<file path="src/rtl/guess_driver.sv">
// Step-strobe generator and press delivery for the guessing-game FSM.
// Define GUESS_DRV_AUTO_EN to compile in the auto-player driven by `auto`/`target`/`y`.
module guess_driver #(
    parameter int TICK_DIV   = 50_000_000,
    parameter int DEB_CYCLES = 1_000_000
) (
    input  logic       clk,
    input  logic       rst,
    input  logic [3:0] btn_raw,
    input  logic       auto,
    input  logic [1:0] target,
    input  logic [3:0] y,
    input  logic       win,
    input  logic       lose,
    output logic       en,
    output logic [3:0] b,
    output logic       done,
    output logic [7:0] press_cnt
);
    localparam int DIV_W = $clog2(TICK_DIV);
    localparam int DEB_W = $clog2(DEB_CYCLES);

    typedef enum logic [1:0] {
        IDLE = 2'd0,
        PEND = 2'd1,
        DONE = 2'd2
    } state_t;

    state_t                state_q, state_d;
    logic [DIV_W-1:0]      div_q, div_d;
    logic [3:0]            sync1_q, sync1_d;
    logic [3:0]            sync2_q, sync2_d;
    logic [3:0][DEB_W-1:0] deb_cnt_q, deb_cnt_d;
    logic [3:0]            level_q, level_d;
    logic [3:0]            press_q, press_d;
    logic [3:0]            pending_q, pending_d;
    logic [7:0]            press_cnt_q, press_cnt_d;
    logic [3:0]            new_press;

    always_comb begin
        en    = (div_q == DIV_W'(TICK_DIV - 1));
        div_d = en ? '0 : div_q + DIV_W'(1);
    end

    // Level flips only after DEB_CYCLES consecutive disagreeing samples; press_q marks the 0->1 flip.
    always_comb begin
        sync1_d   = btn_raw;
        sync2_d   = sync1_q;
        deb_cnt_d = '0;
        level_d   = level_q;
        for (int i = 0; i < 4; i++) begin
            if (sync2_q[i] != level_q[i]) begin
                if (deb_cnt_q[i] == DEB_W'(DEB_CYCLES - 1)) begin
                    level_d[i] = sync2_q[i];
                end else begin
                    deb_cnt_d[i] = deb_cnt_q[i] + DEB_W'(1);
                end
            end
        end
        press_d = level_d & ~level_q;
    end

`ifdef GUESS_DRV_AUTO_EN
    always_comb begin
        new_press = press_q;
        if (auto) begin
            new_press = 4'b0000;
            if ((state_q == IDLE) && (y == (4'b0001 << target))) begin
                new_press = y;
            end
        end
    end
`else
    logic unused_auto_inputs;
    assign unused_auto_inputs = ^{auto, target, y};
    assign new_press          = press_q;
`endif

    always_ff @(posedge clk or posedge rst) begin
        if (rst) begin
            state_q <= IDLE;
        end else begin
            state_q <= state_d;
        end
    end

    // Terminal flags win over consumption, which wins over a new press.
    always_comb begin
        state_d     = state_q;
        pending_d   = pending_q;
        press_cnt_d = press_cnt_q;
        if (win || lose) begin
            state_d   = DONE;
            pending_d = 4'b0000;
        end else begin
            case (state_q)
                IDLE: begin
                    if (|new_press) begin
                        state_d   = PEND;
                        pending_d = new_press;
                    end
                end
                PEND: begin
                    if (en) begin
                        press_cnt_d = (press_cnt_q == 8'hFF) ? press_cnt_q : press_cnt_q + 8'd1;
                        if (|new_press) begin
                            pending_d = new_press;
                        end else begin
                            state_d   = IDLE;
                            pending_d = 4'b0000;
                        end
                    end else begin
                        pending_d = pending_q | new_press;
                    end
                end
                default: begin
                    state_d   = DONE;
                    pending_d = 4'b0000;
                end
            endcase
        end
    end

    always_comb begin
        b    = 4'b0000;
        done = 1'b0;
        case (state_q)
            PEND:    b    = pending_q;
            DONE:    done = 1'b1;
            default: ;
        endcase
    end

    assign press_cnt = press_cnt_q;

    always_ff @(posedge clk or posedge rst) begin
        if (rst) begin
            div_q       <= '0;
            sync1_q     <= '0;
            sync2_q     <= '0;
            deb_cnt_q   <= '0;
            level_q     <= '0;
            press_q     <= '0;
            pending_q   <= '0;
            press_cnt_q <= '0;
        end else begin
            div_q       <= div_d;
            sync1_q     <= sync1_d;
            sync2_q     <= sync2_d;
            deb_cnt_q   <= deb_cnt_d;
            level_q     <= level_d;
            press_q     <= press_d;
            pending_q   <= pending_d;
            press_cnt_q <= press_cnt_d;
        end
    end

endmodule

</file>
<file path="config.mk">
export PLATFORM = sky130hd
export DESIGN_NAME = guess_driver
export DESIGN_NICKNAME = d
export VERILOG_FILES = /design/src/rtl/guess_driver.sv
export SDC_FILE = /design/constraint.sdc
export NUM_CORES = 1
export LEC_CHECK = 0
export ABC_AREA = 0
export CORE_UTILIZATION = 54
export CTS_CLUSTER_SIZE = 40
export DETAILED_ROUTE_END_ITERATION = 6
export PLACE_DENSITY = 0.81
export SLEW_MARGIN = 5
export SYNTH_ARGS = -nofsm -noshare
export SYNTH_HDL_FRONTEND = slang
export SYNTH_SLANG_ARGS = --single-unit
</file>
<file path="constraint.sdc">
create_clock -name clk -period 3.65 [get_ports clk]
set_input_delay 0.365 -clock clk [delete_from_list [all_inputs] [get_ports clk]]
set_output_delay 0.365 -clock clk [all_outputs]
set_load 0.05 [all_outputs]
</file>
==> flow_summary_export.csv, run 1 <==
group,metric,value,unit
timing,hold_slack,0.2496,ns
floorplan,std_cell_rows,38,
setup_path,timing_worst_setup_path_type,"register to output pin",
drt,vias_per_cell,5.631,
drt,drt-pass1-iter-count,4,
global_route,grt_start_max_net_pins,52,
final_layout,n_antenna_cell,0,
setup_path,buffers_plus_inverters_on_the_worst_setup_path,1,
floorplan,initial_core_utilization,56.48,%
pwr,share_comb_of_total_power,2.4,%
pwr,vdd_drop_max,0.4024,mV
place,dpl_cell_area,0.006624,sq mm
yosys,synth_sequential_area_ratio,54.39,%
cts,clock-root-buffer,"clkbuf_16",
setup_path,timing.critical_path.slowest_cell_delay,0.83,ns
drt,drtIter0Drc,260,
timing,timing_worst_slew_pin_value,0.7697,ns
cts,tritoncts_num_sinks,136,
worst_hold_path,hp-class,"input port to asynchronous set/reset pin",
yosys,ys_async_sr_fraction,100.0,%
drt,detail_route.wl_per_cell,15.24,um
pwr,p_leak,3.202,nW
cts,clock_transition_at_the_register_clock_pins_on_the_worst_setup_and_hold_paths_after_cts,0.06,ns
place,gp_congestion,0.7958,
cts,worst_skew_pair.late_latency,0.43,ns
final_layout,layout-area-overhead-vs-synth,15.04,%
floorplan,dieArea,0.01202,sq mm
global_route,grt_pass1_wl,20.49,mm
pwr,total_power,0.003268,W
run_status,outcome,"finished, final reports clean",
global_route,grt_overflow_total,0,
pwr,power_switching_share,20.54,%
cts,cts_buffers,17,
yosys,netlist_instances,593,
cts,clk_path_buf_depth,2,
global_route,grt.total_usage,22.81,%
timing,post-route-period-util,80.79,%
yosys,synth_enable_flop_cells,0,
pwr,power.net_switching,0.0006712,W
yosys,yosysWarningCount,0,
setup_path,worstPathCellList,"ha_1 > and4_1 > nand3_1 > nor3_2 > clkdlybuf4s50_1",
place,io_buffers,21,
place,dpl.hpwl,7.753,mm
yosys,synth_area_leaders,"dfrtp_1 54%, xor2_1 9.2%, nor2_1 6.2%",
yosys,synthesis.area_per_instance,10.55,sq um
timing,layout_min_cycle_time,2.949,ns
yosys,netlist_top_cells_count,"136 x dfrtp_1, 103 x nor2_1, 66 x xor2_1",
yosys,synthFlopType,"dfrtp_1",
cts,hold_fix_buffer_count_after_cts,0,
cts,cts_tree,"yes",
drt,detailroute.via_count,4392,
floorplan,io_pins,29,
setup_path,critPathCaptureType,"output pin",
setup_path,arrival,2.58,ns
timing,final-hold-violation-count,0,
timing,setup_total_negative_slack,0,ns
global_route,number_of_global_route_vias_before_repair,4419,
timing,max_slew_margin,48.29,%
floorplan,die_w,109.6,um
yosys,ys_seq_elements,136,
floorplan,die_h,109.6,um
final_layout,fillerInstances,840,
yosys,synthMostInstantiatedCell,"dfrtp_1",
pwr,intPower,0.002597,W
global_route,antenna_found_initial,0,
timing,rsz_0062_raised_after_global_routing,"no",
yosys,synth_cell_type_count,45,
setup_path,crit_path_start_kind,"register",
pwr,clkPwrFrac,50.5,%
floorplan,area_inside_the_core_boundary,0.01108,sq mm
setup_path,cp.required,3.28,ns
setup_path,path_delay_family,"buffers and inverters",
pwr,cellPowerDensity,454.0,mW/mm^2
final_layout,drive_above_1_share,7.813,%
cts,htree_num_levels,4,
timing,highest_clock_frequency_the_design_can_meet,339.1,MHz
final_layout,design.final.nets,649,
yosys,synthesis.area,0.006257,sq mm
setup_path,worstPathMaxFanout,4,
timing,clock_skew,0.006809,ns
pwr,seq_power_share,47.1,%
yosys,yosysTopAreaCell,"dfrtp_1",
flow_run,drv.max_cap_violation_count,0,
drt,antenna_violating_nets_post_route,0,
setup_path,worst_path_max_delay_cell,"clkdlybuf4s50_1",
cts,cts_setup_buffers,0,
yosys,synth_top_area_share,54.39,%
cts,cts_repair_resize_count,0,
final_layout,final_area,0.007198,sq mm
drt,postRouteWirelength,11.89,mm
timing,slew_viol_final,0,
yosys,syn_nets,614,
drt,remaining_drc_errors,0,
timing,finalSetupViolations,0,
## state kept, by name, indices dropped and copies added, names as in the netlist
signal and cells:
press_cnt 8, pending_q 4, level_q 4, sync1_q 4, state_q 2, div_q 26
sync2_q 4, deb_cnt_q 80, new_press 4
## power by group through the flow
stage,clock (W),combinational [W],sequential (W)
after detailed placement,0,0.0000783,0.00157
after global routing,0.00175,0.0000903,0.00154
final,0.00165,0.0000774,0.00154
after CTS,0.00168,0.0000801,0.00154
after global placement,0,0.0000760,0.00156
after floorplan,0,0.0000560,0.00156
## per-stage QoR
stage / instances / utilization, % / setup WS (ns)
3_3_place_gp: 749 / 59.79 / 1.168
2_1_floorplan: 593 / - / 1.592
6_report: 780 / 64.98 / 0.7010
4_1_cts: 780 / 64.98 / 0.6801
5_1_grt: 780 / 64.98 / 0.5701
3_5_place_dp: 749 / 59.79 / 1.159
## routing by layer
metal	GRT usage [%]	up-vias	part of all wire, %
met2	36.70	66	50
met1	28.71	2209	45
li1	-	2101	-
met4	9.714	0	1.5
met5	0	-	0
met3	6.876	16	3.2
## layout by cell type, fill, tap and decap left out, types with 4 or more instances in the layout
master / count
nor2_1: 103
ha_1: 6
and4_1: 9
nand4_1: 30
dfrtp_1: 136
nand2_1: 41
xor2_1: 66
a22o_1: 4
clkinv_2: 4
inv_1: 5
or2_2: 4
buf_4: 4
clkbuf_16: 17
clkdlybuf4s50_1: 21
nor4_1: 5
and3_1: 26
nor3_1: 14
nor3b_1: 4
and2_1: 9
xnor2_1: 37
nand3_1: 48
## worst paths after layout
kind	slack [ns]	end	depth (start not counted)	from
worst max-delay path	0.70	en	5	div_q[0]$_DFF_PP0_
worst min-delay path	0.25	deb_cnt_q[1]$_DFF_PP0_	2	rst
worst max register to register	1.51	press_cnt[1]$_DFFE_PP0P_	5	div_q[0]$_DFF_PP0_
worst min register to register	0.35	sync2_q[1]$_DFF_PP0_	0	sync1_q[1]$_DFF_PP0_
max in group asynchronous	2.47	div_q[25]$_DFF_PP0_	3	rst
min in group clk	0.35	sync2_q[1]$_DFF_PP0_	0	sync1_q[1]$_DFF_PP0_
## cell type report
type / count / area (sq um) / share of cell area [%]
clock buffers: 23 / 478.0 / 6.640
flip-flops and latches: 136 / 3403 / 47.28
multi-input cells: 442 / 2779 / 38.61
well taps: 140 / 175.2 / 2.434
inverters: 6 / 26.28 / 0.3650
clock inverters: 8 / 96.34 / 1.338
repair buffers: 25 / 240.2 / 3.337
## cells by family (layout without fill, tap and decap cells)
logic type / count (synthesis) / in the layout / share of synthesized area, %
xor gates and xnor gates: 103 / 103 / 14.42
muxes: 5 / 5 / 0.9597
buffers and inverters: 15 / 62 / 1.200
AOI/OAI and AO/OA: 11 / 11 / 1.200
adders and majority gates: 6 / 6 / 1.200
DFF: 136 / 136 / 54.39
and+or+nand+nor: 317 / 317 / 26.63
No activity file was read; power rests on OpenSTA's default activity.
==> run 2, diff against run 1 <==
Clock period 3.65 ns to 2.65 ns, I/O delays scaled along.
==> flow_summary_export.csv, run 2 (same netlist as run 1, synthesis figures left out) <==
group,metric,value,unit
worst_hold_path,worstHoldPathCells,1,
floorplan,area_inside_the_core_boundary,0.01108,sq mm
setup_path,arrival,2.17,ns
drt,remaining_drc_errors,0,
drt,drtIter0Drc,285,
final_layout,mostFrequentLayoutCells,"136 x dfrtp_1, 103 x nor2_1, 66 x xor2_1, 48 x nand3_1, 41 x nand2_1",
timing,rsz_0062_raised_after_global_routing,"no",
timing,post-route-period-util,91.76,%
floorplan,die_w,109.6,um
cts,clk_path_buf_depth,2,
global_route,grt.total_usage,21.61,%
final_layout,fillerInstances,851,
timing,highest_clock_frequency_the_design_can_meet,411.2,MHz
pwr,cellPowerDensity,651.1,mW/mm^2
setup_path,r2r.worst_path.cells,5,
final_layout,layout_commonest_cell,"dfrtp_1",
drt,vias_per_cell,5.568,
final_layout,final_core_util,65.70,%
floorplan,io_pins,29,
cts,clock_transition_at_the_register_clock_pins_on_the_worst_setup_and_hold_paths_after_cts,0.06,ns
global_route,grt_start_max_net_pins,137,
drt,detailroute.via_count,4343,
final_layout,n_antenna_cell,0,
final_layout,layout-area-overhead-vs-synth,16.32,%
timing,clock_skew,0.006465,ns
setup_path,path_delay_family,"buffers and inverters",
cts,worst_skew_pair.late_latency,0.42,ns
final_layout,drive_above_1_share,8.438,%
final_layout,design.final.nets,648,
floorplan,dieArea,0.01202,sq mm
cts,cts_buffers,17,
cts,tritoncts_num_sinks,136,
cts,htree_num_levels,4,
global_route,grt_overflow_total,0,
setup_path,crit_path_start_kind,"register",
setup_path,critPathCaptureType,"output pin",
global_route,grt_pass1_wl,19.64,mm
cts,clock-root-buffer,"clkbuf_16",
floorplan,die_h,109.6,um
global_route,number_of_global_route_vias_before_repair,4292,
drt,drt-pass1-iter-count,5,
flow_run,drv.max_cap_violation_count,0,
timing,max_slew_margin,52.45,%
setup_path,buffers_plus_inverters_on_the_worst_setup_path,1,
setup_path,worst_path_max_delay_cell,"clkdlybuf4s50_1",
setup_path,cp.required,2.38,ns
setup_path,stages_on_worst_setup_path,3,
drt,postRouteWirelength,11.54,mm
cts,cts_repair_resize_count,0,
place,dpl_worst_slack,0.5652,ns
timing,setup_total_negative_slack,0,ns
worst_hold_path,hp-class,"input port to register",
place,gp_congestion,0.8254,
pwr,vdd_drop_max,0.5689,mV
setup_path,timing_worst_setup_path_type,"register to output pin",
place,io_buffers,21,
drt,detail_route.wl_per_cell,14.79,um
global_route,antenna_found_initial,0,
cts,hold_fix_buffer_count_after_cts,0,
pwr,power.net_switching,0.0009654,W
pwr,seq_power_share,44.7,%
floorplan,std_cell_rows,38,
timing,worst_slack,0.2182,ns
timing,layout_min_cycle_time,2.432,ns
setup_path,timing.critical_path.slowest_cell_delay,0.81,ns
cts,cts_setup_buffers,0,
pwr,p_leak,3.236,nW
pwr,share_comb_of_total_power,2.2,%
cts,cts_tree,"yes",
final_layout,largest_register,"deb_cnt_q",
setup_path,worstPathMaxFanout,6,
timing,timing_worst_slew_pin_value,0.7078,ns
pwr,clkPwrFrac,53.0,%
pwr,power_switching_share,20.37,%
floorplan,initial_core_utilization,56.48,%
setup_path,worstPathCellList,"nor2b_1 > and2_1 > clkdlybuf4s50_1",
drt,antenna_violating_nets_post_route,0,
pwr,total_power,0.004739,W
pwr,intPower,0.003774,W
final_layout,max_ffs_per_register,80,
timing,finalSetupViolations,0,
place,dpl.hpwl,7.486,mm
timing,final-hold-violation-count,0,
run_status,outcome,"finished, final reports clean",
timing,hold_slack,0.2812,ns
timing,slew_viol_final,0,
-- run 2: metal layers --
| metal | wire, um | global-route usage, % |
|---|---|---|
| met4 | 104 | 7.238 |
| met1 | 5237 | 27.32 |
| met5 | 0 | 0 |
| met3 | 328 | 6.520 |
| met2 | 5867 | 35.53 |
-- run 2: final cells by class --
class / count / area (sq um) / area share [%]
sequential: 136 / 3403 / 46.76
multi-input combinational: 442 / 2779 / 38.18
clock buffer: 20 / 466.7 / 6.412
timing repair buffer: 24 / 255.2 / 3.507
tap: 140 / 175.2 / 2.407
clock inverter: 12 / 172.7 / 2.372
inverter: 6 / 26.28 / 0.3610
-- run 2: worst paths after layout --
path | end | from | slack [ns]
max in group asynchronous | div_q[8]$_DFF_PP0_ | rst | 1.73
worst max-delay path | b[2] | state_q[0]$_DFFE_PP0P_ | 0.22
worst max register to register | press_cnt[1]$_DFFE_PP0P_ | div_q[0]$_DFF_PP0_ | 0.55
worst min register to register | sync2_q[1]$_DFF_PP0_ | sync1_q[1]$_DFF_PP0_ | 0.35
worst min-delay path | sync1_q[0]$_DFF_PP0_ | btn_raw[0] | 0.28
min in group asynchronous | deb_cnt_q[65]$_DFF_PP0_ | rst | 0.41
-- run 2: stage by stage --
step | instance area, sq um | instances
after floorplan | 6261 | 593
after global placement | 6639 | 748
after detailed placement | 6639 | 748
after CTS | 7278 | 780
after global routing | 7278 | 780
final | 7278 | 780
-- run 2: power groups by stage --
stage / logic [W] / clock network [W] / registers (W)
after floorplan: 0.0000771 / 0 / 0.00215
after global placement: 0.000105 / 0 / 0.00215
after detailed placement: 0.000108 / 0 / 0.00216
after CTS: 0.000110 / 0.00255 / 0.00212
after global routing: 0.000124 / 0.00265 / 0.00212
final: 0.000105 / 0.00251 / 0.00212
==> run 3, diff against run 2 <==
Settings changed: CORE_UTILIZATION 54 to 56, CTS_BUF_LIST set to sky130_fd_sc_hd__clkbuf_4 sky130_fd_sc_hd__clkbuf_8, PLACE_DENSITY 0.81 to 0.84.
==> flow_summary_export.csv, run 3 (same netlist as run 1, synthesis figures left out) <==
group,metric,value,unit
cts,cts_repair_resize_count,0,
timing,post-route-period-util,94.27,%
final_layout,fillerInstances,804,
worst_hold_path,whs_endpoint,"sync1_q[1]$_DFF_PP0_",
place,dpl.hpwl,7.866,mm
cts,cts_buffers,17,
final_layout,layout-area-overhead-vs-synth,13.20,%
drt,antenna_violating_nets_post_route,0,
setup_path,arrival,2.23,ns
cts,clk_path_buf_depth,2,
final_layout,drive_above_1_share,8.723,%
setup_path,r2r.worst_path.cells,5,
cts,cts_tree,"yes",
drt,postRouteWirelength,11.67,mm
final_layout,mostFrequentLayoutCells,"136 x dfrtp_1, 103 x nor2_1, 66 x xor2_1, 48 x nand3_1, 41 x nand2_1",
pwr,vdd_drop_max,0.4550,mV
drt,detailroute.via_count,4434,
floorplan,area_inside_the_core_boundary,0.01084,sq mm
flow_run,drv.max_cap_violation_count,0,
cts,htree_num_levels,4,
setup_path,timing_worst_setup_path_type,"register to output pin",
cts,cts_setup_buffers,0,
floorplan,io_pins,29,
drt,top_layer_used,"met4",
floorplan,die_w,107.7,um
drt,detail_route.wl_per_cell,14.92,um
global_route,grt_overflow_total,0,
drt,route.met2.wl,5.836,mm
cts,tritoncts_num_sinks,136,
setup_path,worstPathMaxFanout,6,
setup_path,cp.required,2.38,ns
drt,drtIter0Drc,331,
timing,setup_total_negative_slack,0,ns
timing,max_slew_margin,51.70,%
global_route,grt_pass1_wl,20.20,mm
global_route,antenna_found_initial,0,
worst_hold_path,hp-class,"input port to register",
place,dp_cells,750,
timing,highest_clock_frequency_the_design_can_meet,400.3,MHz
final_layout,n_antenna_cell,0,
floorplan,std_cell_rows,38,
final_layout,max_ffs_per_register,80,
worst_hold_path,hold_path.startpoint,"btn_raw[1]",
run_status,outcome,"finished, final reports clean",
drt,vias_per_cell,5.670,
floorplan,initial_core_utilization,57.72,%
floorplan,dieArea,0.01160,sq mm
cts,worst_skew_pair.late_latency,0.44,ns
setup_path,worstReg2RegStart,"div_q[0]$_DFF_PP0_",
setup_path,startpoint,"state_q[0]$_DFFE_PP0P_",
worst_hold_path,worstHoldPathCells,1,
timing,timing_worst_slew_pin_value,0.7190,ns
pwr,cellPowerDensity,563.5,mW/mm^2
cts,clock-root-buffer,"clkbuf_8",
global_route,number_of_global_route_vias_before_repair,4432,
timing,final-hold-violation-count,0,
timing,finalSetupViolations,0,
final_layout,design.final.nets,650,
timing,rsz_0062_raised_after_global_routing,"no",
floorplan,die_h,107.7,um
cts,hold_fix_buffer_count_after_cts,0,
timing,layout_min_cycle_time,2.498,ns
drt,drt-pass1-iter-count,5,
final_layout,layout_commonest_cell,"dfrtp_1",
pwr,p_leak,3.142,nW
drt,remaining_drc_errors,0,
global_route,grt.total_usage,22.48,%
final_layout,layout.cells.non_filler,782,
timing,clock_skew,0.005883,ns
place,io_buffers,21,
setup_path,crit_path_start_kind,"register",
setup_path,critPathCaptureType,"output pin",
place,gp_congestion,0.7938,
timing,slew_viol_final,0,
global_route,grt_start_max_net_pins,79,
setup_path,setup.reg_to_reg.worst_slack,0.50,ns
drt,met3_wirelength,382,um
drt,routedLengthMet1,5.280,mm
cts,clock_transition_at_the_register_clock_pins_on_the_worst_setup_and_hold_paths_after_cts,0.08,ns
final_layout,largest_register,"deb_cnt_q",
setup_path,reg2reg_to,"press_cnt[1]$_DFFE_PP0P_",
==> run 3: critical path, stage by stage, from the launching register on <==
cell and delay (ns):
dfrtp_1 0.38, nor2b_1 0.40, and2_1 0.20, clkdlybuf4s50_1 0.81
==> run 3: power breakdown <==
| part | switching [W] | internal, W | total (W) |
|---|---|---|---|
| combinational | 0.0000750 | 0.0000343 | 0.000109 |
| clock | 0.000819 | 0.000947 | 0.00177 |
| sequential | 0.0000219 | 0.00209 | 0.00212 |
| total | 0.000915 | 0.00308 | 0.00399 |
==> run 3: cell type report <==
type	instances	area, sq um	share of cell area [%]
Clock buffer	18	241.5	3.409
Tap cell	140	175.2	2.473
Sequential cell	136	3403	48.05
Inverter	6	26.28	0.3710
Multi-Input combinational cell	442	2779	39.23
Clock inverter	14	175.2	2.473
Timing Repair Buffer	26	282.8	3.992
==> run 3: worst max path at each step <==
stage               depth (start not counted)  slack [ns]                       end
floorplan                                   1        0.69    deb_cnt_q[0]$_DFF_PP0_
global route                                6        0.08                        en
finish                                      3        0.15                      b[0]
global placement                            5        0.63  press_cnt[1]$_DFFE_PP0P_
detailed placement                          5        0.53  press_cnt[1]$_DFFE_PP0P_
CTS                                         3        0.12                      b[0]
==> run 3: through the flow <==
step	total power [W]	setup slack [ns]	utilization, %	area (sq um)	hold WS [ns]
after floorplan	0.002229	0.6919	-	6261	0.2964
after global placement	0.002263	0.6318	61.50	6666	0.3347
after detailed placement	0.002270	0.5283	61.50	6666	0.3378
after CTS	0.004039	0.1241	65.34	7083	0.2404
after global routing	0.004130	0.07618	65.34	7083	0.2444
final	0.003991	0.1517	65.34	7083	0.2601
==> run 3: layer usage <==
metal | global-route usage [%] | vias to the layer above
met3 | 4.722 | 16
met4 | 10.37 | 0
met1 | 29.80 | 2233
met5 | 0 | -
met2 | 35.53 | 74
li1 | - | 2111
